### config.mk
export PLATFORM = sky130hd
export DESIGN_NAME = bus_cycle_ctrl
export DESIGN_NICKNAME = d
export VERILOG_FILES = /design/src/rtl/bus_cycle_ctrl.sv
export SDC_FILE = /design/constraint.sdc
export NUM_CORES = 1
export LEC_CHECK = 0
export BUFFER_PORTS_ARGS = -buffer_cell sky130_fd_sc_hd__clkbuf_2
export CORE_MARGIN = 10
export CORE_UTILIZATION = 47
export DETAILED_ROUTE_END_ITERATION = 16
export MAX_ROUTING_LAYER = met4
export PLACE_DENSITY = 0.9
export SYNTH_ARGS = -nofsm -noshare
export SYNTH_HDL_FRONTEND = slang
export SYNTH_SLANG_ARGS = --single-unit
### constraint.sdc
create_clock -name clk -period 1.4 [get_ports clk]
set_input_delay 0.07 -clock clk [delete_from_list [all_inputs] [get_ports clk]]
set_output_delay 0.07 -clock clk [all_outputs]
set_load 0.02 [all_outputs]
### src/rtl/bus_cycle_ctrl.sv
// Memory bus-cycle controller for the 65C02/65C816 bus.
// It turns the phaser strobes into latched address, chip selects and read/write strobes.
module bus_cycle_ctrl #(
  parameter int SRAM_WS = 0,
  parameter int NORA_WS = 1,
  parameter int VERA_WS = 2
) (
  input  logic        clk,
  input  logic        reset,
  input  logic        latch_ad,
  input  logic        setup_cs,
  input  logic        release_wr,
  input  logic        release_cs,
  input  logic [15:0] cpu_ab,
  input  logic [7:0]  cpu_db,
  input  logic        cpu_rwn,
  input  logic        m24,
  output logic [23:0] mem_addr,
  output logic        sram_csn,
  output logic        vera_csn,
  output logic        nora_stb,
  output logic        nora_rwn,
  output logic        mrdn,
  output logic        mwrn,
  output logic [1:0]  s4_ext_o,
  output logic        busy,
  output logic        proto_err
);

  typedef enum logic [1:0] {IDLE, SETUP, ACCESS, HOLD} state_t;
  typedef enum logic [1:0] {TGT_SRAM, TGT_NORA, TGT_VERA} tgt_t;

  localparam logic [1:0] SRAM_EXT = (SRAM_WS > 3) ? 2'd3 : 2'(SRAM_WS);
  localparam logic [1:0] NORA_EXT = (NORA_WS > 3) ? 2'd3 : 2'(NORA_WS);
  localparam logic [1:0] VERA_EXT = (VERA_WS > 3) ? 2'd3 : 2'(VERA_WS);

  state_t      state_reg, state_next;
  tgt_t        tgt_reg, tgt_in, tgt_cur;
  logic [7:0]  bank_in;
  logic [1:0]  ext_in;
  logic        rwn_cur;
  logic        restart_reg, restart_next;
  logic        proto_err_next;
  logic        sram_csn_next, vera_csn_next, mrdn_next, mwrn_next, nora_stb_next, busy_next;

  // Decode the incoming address so CS can assert on the same edge that latches it.
  always_comb begin
    bank_in = m24 ? cpu_db : 8'h00;
    tgt_in  = TGT_SRAM;
    ext_in  = SRAM_EXT;
    if (bank_in == 8'h00 && cpu_ab[15:5] == 11'h4F8) begin
      tgt_in = TGT_NORA;
      ext_in = NORA_EXT;
    end else if (bank_in == 8'h00 && cpu_ab[15:5] == 11'h4F9) begin
      tgt_in = TGT_VERA;
      ext_in = VERA_EXT;
    end
    tgt_cur = latch_ad ? tgt_in : tgt_reg;
    rwn_cur = latch_ad ? cpu_rwn : nora_rwn;
  end

  always_ff @(posedge clk or posedge reset) begin
    if (reset) begin
      mem_addr <= 24'h000000;
      nora_rwn <= 1'b1;
      tgt_reg  <= TGT_SRAM;
      s4_ext_o <= 2'd0;
    end else if (latch_ad) begin
      mem_addr <= {bank_in, cpu_ab};
      nora_rwn <= cpu_rwn;
      tgt_reg  <= tgt_in;
      s4_ext_o <= ext_in;
    end
  end

  always_ff @(posedge clk or posedge reset) begin
    if (reset) begin
      state_reg   <= IDLE;
      restart_reg <= 1'b0;
      proto_err   <= 1'b0;
    end else begin
      state_reg   <= state_next;
      restart_reg <= restart_next;
      proto_err   <= proto_err_next;
    end
  end

  // A setup_cs mid-cycle drops to IDLE for one cycle, then restarts from the new address.
  always_comb begin
    state_next     = state_reg;
    restart_next   = 1'b0;
    proto_err_next = proto_err;
    if (state_reg != IDLE && setup_cs) begin
      state_next     = IDLE;
      restart_next   = 1'b1;
      proto_err_next = 1'b1;
    end else begin
      unique case (state_reg)
        IDLE:   if (setup_cs || restart_reg) state_next = SETUP;
        SETUP: begin
          if (release_cs) begin
            state_next     = IDLE;
            proto_err_next = 1'b1;
          end else begin
            state_next = ACCESS;
          end
        end
        ACCESS: begin
          if (release_cs)      state_next = IDLE;
          else if (release_wr) state_next = HOLD;
        end
        HOLD:   if (release_cs) state_next = IDLE;
        default: state_next = IDLE;
      endcase
    end
  end

  always_comb begin
    busy_next     = (state_next != IDLE);
    sram_csn_next = !(busy_next && tgt_cur == TGT_SRAM);
    vera_csn_next = !(busy_next && tgt_cur == TGT_VERA);
    mrdn_next     = !(busy_next && rwn_cur);
    mwrn_next     = !(state_next == ACCESS && !rwn_cur);
    nora_stb_next = (state_reg == SETUP) && (state_next == ACCESS) && (tgt_cur == TGT_NORA);
  end

  always_ff @(posedge clk or posedge reset) begin
    if (reset) begin
      sram_csn <= 1'b1;
      vera_csn <= 1'b1;
      mrdn     <= 1'b1;
      mwrn     <= 1'b1;
      nora_stb <= 1'b0;
      busy     <= 1'b0;
    end else begin
      sram_csn <= sram_csn_next;
      vera_csn <= vera_csn_next;
      mrdn     <= mrdn_next;
      mwrn     <= mwrn_next;
      nora_stb <= nora_stb_next;
      busy     <= busy_next;
    end
  end

endmodule
==> impl_metrics.env <==
export IMPL_vdd_drop_max_mv=0.738
export IMPL_p_int_mw=1.89
export IMPL_postSynthCellCount=129
export IMPL_cts_clk_slew_worst_paths_ps=110
export IMPL_slew_viol_final=0
export IMPL_cts_buffer_depth=2
export IMPL_post_dp_cell_area_um2=1980
export IMPL_via_per_inst=4.82
export IMPL_drt_iter0_markers=59
export IMPL_dpl_worst_slack_ps=9.42
export IMPL_path_cells="dlygate4sd3_1 -> clkbuf_2 -> nand3b_1 -> or4_4 -> o22ai_1"
export IMPL_cts_sinks=39
export IMPL_max_slew_margin_pct=67.6
export IMPL_reg2reg_to="mwrn$_DFF_PP1_"
export IMPL_crit_slowest_cell="or4_4"
export IMPL_arrival_ps=1640
export IMPL_crit_required_ps=1680
export IMPL_end_kind="register"
export IMPL_worstHoldEndpoint="mem_addr[8]$_DFFE_PP0P_"
export IMPL_setup_viol=0
export IMPL_p_per_area_nw_per_um2=1110
export IMPL_gp_congestion=0.791
export IMPL_clock_latency_ps=340
export IMPL_whs_path_depth=3
export IMPL_hold_path_class="in2reg"
export IMPL_cts_root_buf="clkbuf_4"
export IMPL_grt_ovfl_total=0
export IMPL_drt_pass1_iter_count=4
export IMPL_synth_area_um2=1570
export IMPL_numCtsBuffers=5
export IMPL_start_kind="primary input"
export IMPL_p_total_mw=2.61
export IMPL_nets=261
export IMPL_switching_power_mw=0.715
export IMPL_outcome="complete, no violations"
export IMPL_rsz0062_at_grt="no"
export IMPL_path_delay_family="simple AND/OR/NAND/NOR gates"
export IMPL_grt_pass1_vias=1445
export IMPL_crit_buf_inv=2
export IMPL_area_delta_synth_final_pct=50.2
export IMPL_hold_viol=0
export IMPL_grt_max_degree=40
export IMPL_async_reset_ff_share_pct=100
export IMPL_start_util_pct=50.2
export IMPL_tns_ps=0
export IMPL_dieHeight_um=77.8
export IMPL_numPlacedInstances=238
export IMPL_drcViolationCount=0
export IMPL_regMostFlops="mem_addr"
export IMPL_yosys_area_top_type_share_pct=54.2
export IMPL_ys_seq_area_share_pct=62.5
export IMPL_die_x_um=77.8
export IMPL_power_frac_clock_pct=30.0
export IMPL_yosys_area_top_type="dfrtp_1"
export IMPL_avgSynthCellArea_um2=12.2
export IMPL_synthFlopType="dfrtp_1"
export IMPL_wl_per_cell_um=15.6
export IMPL_drive_gt1_share_pct=42.2
export IMPL_timing_final_ws_setup_ps=30.5
export IMPL_instances_no_fill=276
export IMPL_ant_nets=0
export IMPL_largest_reg_flops=24
export IMPL_port_buffers=65
export IMPL_pwr_share_seq_pct=49.7
export IMPL_grt_pass1_wl_mm=7.00
export IMPL_r2r_setup_slack_ps=150
export IMPL_critPathKind="in2reg"
export IMPL_totalWireLength_mm=4.29
export IMPL_tritoncts="built"
export IMPL_r2r_start="state_reg[0]$_DFF_PP0_"
export IMPL_cts_max_level=2
export IMPL_combPwrFrac_pct=20.3
export IMPL_synth_area_leaders="dfrtp_1, dfstp_2, mux2_1, mux2_2, inv_1"
export IMPL_path_max_fanout=5
export IMPL_die_area_um2=6050
export IMPL_slowest_delay_ps=580
export IMPL_fmax_mhz=730
export IMPL_yosys_warnings=0
export IMPL_maxCapViolations=0
export IMPL_fin_crit_ps=1370
export IMPL_rows=20
export IMPL_synth_edff_count=0
export IMPL_synth_net_count=161
export IMPL_io_pins=66
export IMPL_finClkSkew_ps=4.55
export IMPL_r2r_cells=3
export IMPL_antenna_found_initial=2
export IMPL_grt_usage_pct=14.9
export IMPL_design_area_um2=2360
export IMPL_core_area_um2=3130
export IMPL_ys_types=32
export IMPL_period_share_pct=97.8
export IMPL_leakage_nw=1.14
export IMPL_worst_pin_slew_ps=485
export IMPL_ys_ff_latch=39
export IMPL_num_vias=1331
export IMPL_hpwl_mm=2.86
export IMPL_sw_frac_of_total_pct=27.4
export IMPL_min_delay_start="cpu_ab[8]"
-- power groups by stage --
stage | logic (mW) | clock network (mW) | registers [mW]
floorplan | 0.145 | 0 | 1.43
global placement | 0.461 | 0 | 1.31
detailed placement | 0.471 | 0 | 1.32
CTS | 0.530 | 0.807 | 1.30
global route | 0.577 | 0.849 | 1.31
finish | 0.529 | 0.782 | 1.30
-- Yosys cell counts (all sizes together), types with 2 or more instances --
cell,count
clkbuf,4
o21ai,12
mux2,16
or3,2
nor3,2
inv,16
dfstp,5
nand2,9
nor4,3
nor2,5
dfrtp,34
nand3,3
o211ai,2
o22ai,3
-- final cells by class --
type / instances / area [um^2]
Sequential cell: 39 / 982
Fill cell: 208 / 769
Timing Repair Buffer: 98 / 656
Multi-Input combinational cell: 69 / 514
Inverter: 16 / 60.1
Tap cell: 44 / 55.1
Clock buffer: 6 / 51.3
Clock inverter: 2 / 35.0
Antenna cell: 2 / 5.00
-- placed cells by master (no fill, tap or decap), drive strengths merged, types with 2 or more instances in the layout --
cell type    Yosys  layout
o211ai           2       2
nor2             5       5
or3              2       2
dfrtp           34      34
nand2            9       9
dfstp            5       5
nand3            3       3
buf              1       5
diode            0       2
inv             16      16
mux2            16      16
nor3             2       2
o21ai           12      12
o22ai            3       3
clkbuf           4      71
dlygate4sd3      0      28
nor4             3       3
-- through the flow --
step / util (%) / hold slack [ps]
after global placement: 63.3 / 188
after global routing: 75.4 / 22.9
after detailed placement: 63.3 / 193
after CTS: 75.0 / 3.16
after floorplan: - / 159
final: 75.4 / 24.2
-- cells by family (layout without fill, tap and decap cells) --
group / after synthesis / in the layout / share of synthesized area (%)
flip-flops: 39 / 39 / 62.6
AO/OA/AOI/OAI: 23 / 23 / 9.40
AND/OR/NAND/NOR: 30 / 30 / 11.5
multiplexers: 16 / 16 / 11.5
other: 0 / 2 / 0
buffers and inverters: 21 / 122 / 5.10
-- routing by layer --
| metal | vias to the layer above | global-route usage (%) | wire [um] |
|---|---|---|---|
| li1 | 643 | - | - |
| met1 | 631 | 15.7 | 1840 |
| met2 | 52 | 24.0 | 2130 |
| met3 | 5 | 5.07 | 256 |
| met4 | 0 | 7.85 | 73 |
| met5 | - | - | 0 |
-- how the worst max path moves through the flow --
stage,end,startpoint,cells past startpoint,slack (ps)
global route,tgt_reg[0]$_DFF_PP0_,cpu_ab[13],5,9
global placement,s4_ext_o[0]$_DFFE_PP0P_,cpu_db[4],5,20
CTS,tgt_reg[0]$_DFF_PP0_,cpu_ab[13],5,60
detailed placement,tgt_reg[0]$_DFF_PP0_,cpu_db[0],5,9
finish,tgt_reg[0]$_DFF_PP0_,cpu_ab[13],5,30
floorplan,s4_ext_o[0]$_DFFE_PP0P_,cpu_db[0],4,190
-- worst min-delay path, stage by stage --
cell,delay [ps]
clkbuf_2,100
nand2_1,80
o21ai_1,80
-- timing repair --
action | 4_1_cts | 5_1_grt
setup buffers | 0 | 0
hold endpoints to repair | 61 | 0
endpoints found under the setup margin | 0 | 1
hold buffers | 28 | 0
gates resized for setup | 0 | 1
(Power assumes the default switching activity.)
